File: config.mk
export PLATFORM = sky130hd
export DESIGN_NAME = key_click
export DESIGN_NICKNAME = d
export VERILOG_FILES = /design/src/rtl/key_click.sv
export SDC_FILE = /design/constraint.sdc
export NUM_CORES = 1
export LEC_CHECK = 0
export BUFFER_PORTS_ARGS = -buffer_cell sky130_fd_sc_hd__buf_2
export CAP_MARGIN = 10
export CORE_MARGIN = 2
export CORE_UTILIZATION = 60
export DETAILED_ROUTE_END_ITERATION = 6
export PLACE_DENSITY = 0.83
export REMOVE_ABC_BUFFERS = 1
export SETUP_SLACK_MARGIN = 0.15
export SLEW_MARGIN = 20
export SYNTH_ARGS = -nofsm -noshare
export SYNTH_HDL_FRONTEND = slang
export SYNTH_SLANG_ARGS = --single-unit
File: constraint.sdc
create_clock -name clk -period 3.2 [get_ports clk]
set_input_delay 0.64 -clock clk [delete_from_list [all_inputs] [get_ports clk]]
set_output_delay 0.64 -clock clk [all_outputs]
set_load 0.02 [all_outputs]
File: src/rtl/key_click.sv
// key_click: per-key click classifier fed by debounce press pulses.
// Classifies each press burst as a single or double click within a
// programmable window of WINDOW clock cycles. Defining the macro
// KEY_CLICK_TRIPLE_EN adds a third wait state and drives the triple output.
// Without the macro, triple is tied low and double fires one cycle after
// the second press.
// All event outputs and busy are registered. No combinational path runs
// from key_pulse to any output.

module key_click #(
    parameter int N      = 1,
    parameter int WINDOW = 15_000_000,
    parameter int CW     = 24
) (
    input  logic         clk,
    input  logic         rst,
    input  logic [N-1:0] key_pulse,
    output logic [N-1:0] single,
    output logic [N-1:0] double,
    output logic [N-1:0] triple,
    output logic [N-1:0] busy
);

    // The last counter value inside the click window. The counter starts
    // at 0 in the cycle after a press, so a count of WINDOW-1 marks the
    // final cycle in which a follow-up press is still accepted.
    localparam logic [CW-1:0] LP_CNT_LAST = CW'(WINDOW - 1);

    localparam logic [1:0] LP_IDLE  = 2'd0;
    localparam logic [1:0] LP_WAIT1 = 2'd1;
`ifdef KEY_CLICK_TRIPLE_EN
    localparam logic [1:0] LP_WAIT2 = 2'd2;
`endif

`ifndef KEY_CLICK_TRIPLE_EN
    assign triple = '0;
`endif

    for (genvar g = 0; g < N; g++) begin : g_ch

        logic          w_pulse;
        logic          w_timeout;

        logic [1:0]    r_state;
        logic [1:0]    w_state_nxt;
        logic [CW-1:0] r_cnt;
        logic [CW-1:0] w_cnt_nxt;

        logic          r_single;
        logic          w_single_nxt;
        logic          r_double;
        logic          w_double_nxt;
        logic          r_busy;
        logic          w_busy_nxt;
`ifdef KEY_CLICK_TRIPLE_EN
        logic          r_triple;
        logic          w_triple_nxt;
`endif

        assign w_pulse   = key_pulse[g];
        assign w_timeout = (r_cnt == LP_CNT_LAST);

        // Next-state and event decode for one key channel.
        // A press is tested before the timeout so that a press landing
        // on the last window cycle counts as a click, not a timeout.
        always_comb begin
            w_state_nxt  = r_state;
            w_cnt_nxt    = r_cnt;
            w_single_nxt = 1'b0;
            w_double_nxt = 1'b0;
`ifdef KEY_CLICK_TRIPLE_EN
            w_triple_nxt = 1'b0;
`endif
            case (r_state)
                LP_IDLE: begin
                    w_cnt_nxt = '0;
                    if (w_pulse) begin
                        w_state_nxt = LP_WAIT1;
                    end
                end
                LP_WAIT1: begin
                    if (w_pulse) begin
`ifdef KEY_CLICK_TRIPLE_EN
                        w_state_nxt = LP_WAIT2;
                        w_cnt_nxt   = '0;
`else
                        w_double_nxt = 1'b1;
                        w_state_nxt  = LP_IDLE;
                        w_cnt_nxt    = '0;
`endif
                    end else if (w_timeout) begin
                        w_single_nxt = 1'b1;
                        w_state_nxt  = LP_IDLE;
                        w_cnt_nxt    = '0;
                    end else begin
                        w_cnt_nxt = r_cnt + 1'b1;
                    end
                end
`ifdef KEY_CLICK_TRIPLE_EN
                LP_WAIT2: begin
                    if (w_pulse) begin
                        w_triple_nxt = 1'b1;
                        w_state_nxt  = LP_IDLE;
                        w_cnt_nxt    = '0;
                    end else if (w_timeout) begin
                        w_double_nxt = 1'b1;
                        w_state_nxt  = LP_IDLE;
                        w_cnt_nxt    = '0;
                    end else begin
                        w_cnt_nxt = r_cnt + 1'b1;
                    end
                end
`endif
                default: begin
                    w_state_nxt = LP_IDLE;
                    w_cnt_nxt   = '0;
                end
            endcase
            w_busy_nxt = (w_state_nxt != LP_IDLE);
        end

        // State, counter and registered outputs.
        // Asserting reset discards any pending burst without an event.
        always_ff @(posedge clk or negedge rst) begin
            if (!rst) begin
                r_state  <= LP_IDLE;
                r_cnt    <= '0;
                r_single <= 1'b0;
                r_double <= 1'b0;
                r_busy   <= 1'b0;
`ifdef KEY_CLICK_TRIPLE_EN
                r_triple <= 1'b0;
`endif
            end else begin
                r_state  <= w_state_nxt;
                r_cnt    <= w_cnt_nxt;
                r_single <= w_single_nxt;
                r_double <= w_double_nxt;
                r_busy   <= w_busy_nxt;
`ifdef KEY_CLICK_TRIPLE_EN
                r_triple <= w_triple_nxt;
`endif
            end
        end

        assign single[g] = r_single;
        assign double[g] = r_double;
        assign busy[g]   = r_busy;
`ifdef KEY_CLICK_TRIPLE_EN
        assign triple[g] = r_triple;
`endif
    end

endmodule

==> metrics.cfg <==
[floorplanning]
die_area_um2=2820
ioPinCount=7
coreArea_um2=2250
die_x_um=53.1
die_y_um=53.1
num_rows=17
start_util=0.641

[grt]
overflow=0
grt_use_total=0.245
grt_pass1_vias=1127
grt_pass1_wl_mm=4.84
antenna_found_initial=0
grt_max_degree=30

[layout]
area_growth_pct=4.59
diodes=0
drive_gt1_frac=0.0946
regArea_um2=726
nNetsFinal=151
fillers=190
fin_area_um2=1510
multi_input_area_um2=656

[clock_network]
root_buffer=clkbuf_4
cts_setup_buffers=0
cts_tree=built
numCtsBuffers=5
cts_buffer_depth=2
hold_buffers=0
htreeDepth=2
cts_resized=0
clock_latency_ns=0.33
clk_pin_slew_worst_paths_ns=0.09
cts_sinks=29

[timing]
finalMaxSlewViolations=0
clock_skew_ns=0.00731
fmax_mhz=447
hold_viol=0
fin_crit_ns=2.24
maxSlewHeadroom=0.548
min_period_over_period=0.700
setup_viol=0
worst_pin_slew_ns=0.674
rsz0062_at_grt=false
fin_tns_setup_ns=0
setup_ws_ns=0.961

[synthesis]
synth.distinct_cells=31
synth-seq-cells=29
yosys_warnings=0
ys.flop_type=dfrtp_1
async_flop_share=1.00
synth_top_area_frac=0.502
synth_top_area_cell=dfrtp_1
avgSynthCellArea_um2=10.2
synth_edf_count=0
syn-cell-area_um2=1450
ys_seq_area_frac=0.502
synthTopCellsByArea=dfrtp_1 50%, xor2_1 6.7%, nor2_1 4.9%
syn_inst=141

[critical_path]
r2r_cells=6
reg2reg_slack_ns=0.96
critPathLaunchType=flop
critical_path_required_ns=3.41
critPathCaptureType=flop
rr_endpoint=g_ch[0].r_state[0]$_DFF_PN0_
crit_arrival_ns=2.45
r2r_start=g_ch[0].r_cnt[0]$_DFF_PN0_
crit_fanout=14
critPathKind=flop to flop

[power]
sw_frac_of_total=0.234
combPwrFrac=0.034
p_leak_uw=0.000600
intPower_uw=457
pwr-share-clk=0.343
pwr-share-seq=0.623
ir_drop_uv=290
switchingPower_uw=140
power_density_nw_per_um2=395
finalPower_uw=597

[routing]
drc=0
drt-wirelength-per-cell_um=15.9
postRouteAntennaNets=0
viasPerCell=6.28
via_count=1106
detail_route.first_pass.iterations=4
drt-initial-drc-count=32
wirelength_mm=2.79

[placement]
portBuffers=5
dpl_worst_slack_ns=0.982
gp_congestion=0.918
dpl.hpwl_mm=1.98
placed_area_um2=1460

[worst_hold_path]
hp-class=primary input to asynchronous set/reset pin

[job]
cap_violations=0

[outcome]
outcome=complete, no violations

## power groups by stage
| stage | clock, uW | combinational, uW | sequential [uW] |
|---|---|---|---|
| 2_1_floorplan | 0 | 6.67 | 381 |
| 3_3_place_gp | 0 | 20.3 | 379 |
| 3_5_place_dp | 0 | 21.1 | 379 |
| 4_1_cts | 212 | 21.2 | 372 |
| 5_1_grt | 226 | 23.6 | 373 |
| 6_report | 205 | 20.5 | 372 |
## area by class of cell
cell class                      instances  share of cell area
Timing Repair Buffer                    6              0.0215
Tap cell                               28              0.0232
Inverter                                3             0.00745
Clock buffer                            6              0.0273
Multi-Input combinational cell        102               0.434
Sequential cell                        29               0.480
Clock inverter                          2             0.00662
## synthesized netlist by cell type, types with 2 or more instances
cell     count
mux2i_1      3
buf_2        2
nor4b_1      5
xor2_1      11
o21ai_0      2
and4_1       8
nand3_1      7
o31ai_1      6
nor2_1      19
nand4_1      8
a21oi_1      6
or4_1        4
xnor2_1      3
inv_1        3
nand2_1      5
dfrtp_1     29
nor4_1       2
buf_4        4
nor3_1       2
## state kept, by name, indices dropped and copies added (netlist names)
name and count:
g_ch.r_cnt 24, g_ch.r_state 2, busy 1, double 1, single 1
## worst max-delay path: stages (launching register included)
cell and delay, ns:
dfrtp_1 0.39, ha_1 0.22, and4_1 0.37, nand4_1 0.16
o21ai_1 0.57, buf_4 0.32, o31ai_1 0.09
## stage by stage
step                      hold WS, ns   util  cells
after floorplan                 0.344      -    134
after global placement          0.459  0.648    168
after detailed placement        0.485  0.648    168
after CTS                       0.330  0.670    176
after global routing            0.368  0.670    176
final                           0.316  0.670    176
## layer usage
metal / vias to the layer above / global-route usage / wire (um)
met3: 11 / 0.0621 / 126
met2: 36 / 0.404 / 1350
met4: 0 / 0.158 / 77
li1: 529 / - / -
met5: - / 0 / 0
met1: 530 / 0.279 / 1240
## cell usage in the layout, fill, tap and decap left out
cell	count
nand2b_1	1
and4_1	8
nand3_1	7
o21ai_0	2
and3_1	1
mux2i_1	3
clkinv_2	2
conb_1	2
ha_1	1
clkbuf_1	1
a21oi_1	6
nor3_1	2
and2_1	1
xnor2_1	3
xor2_1	11
a31oi_1	1
o31ai_1	6
nand3_2	1
nor4_1	2
buf_4	1
nor4bb_1	1
buf_2	5
dfrtp_1	29
inv_1	3
nor2_1	19
nand4_1	8
nor4b_1	5
or4_1	4
nand2_1	5
o21ai_1	1
clkbuf_4	5
or3_1	1
## worst max-delay path by stage
stage,start,end,slack [ns],cells after the start
floorplan,g_ch[0].r_cnt[0]$_DFF_PN0_,busy$_DFF_PN0_,1.08,5
global placement,g_ch[0].r_cnt[0]$_DFF_PN0_,busy$_DFF_PN0_,1.07,6
detailed placement,g_ch[0].r_cnt[0]$_DFF_PN0_,busy$_DFF_PN0_,0.98,6
CTS,g_ch[0].r_cnt[0]$_DFF_PN0_,g_ch[0].r_state[0]$_DFF_PN0_,0.97,6
global route,g_ch[0].r_cnt[0]$_DFF_PN0_,g_ch[0].r_state[0]$_DFF_PN0_,0.80,6
finish,g_ch[0].r_cnt[0]$_DFF_PN0_,g_ch[0].r_state[0]$_DFF_PN0_,0.96,6
## kinds of logic after synthesis
family / count (synthesis) / synth area share
compound gates: 16 / 0.0667
xor+xnor: 14 / 0.0849
fa+ha+maj: 1 / 0.00866
buf+inv: 11 / 0.0467
flops: 29 / 0.502
mux: 3 / 0.0208
other cells: 1 / 0.00259
simple gates: 66 / 0.268
Power figures use the tool's default switching activity.
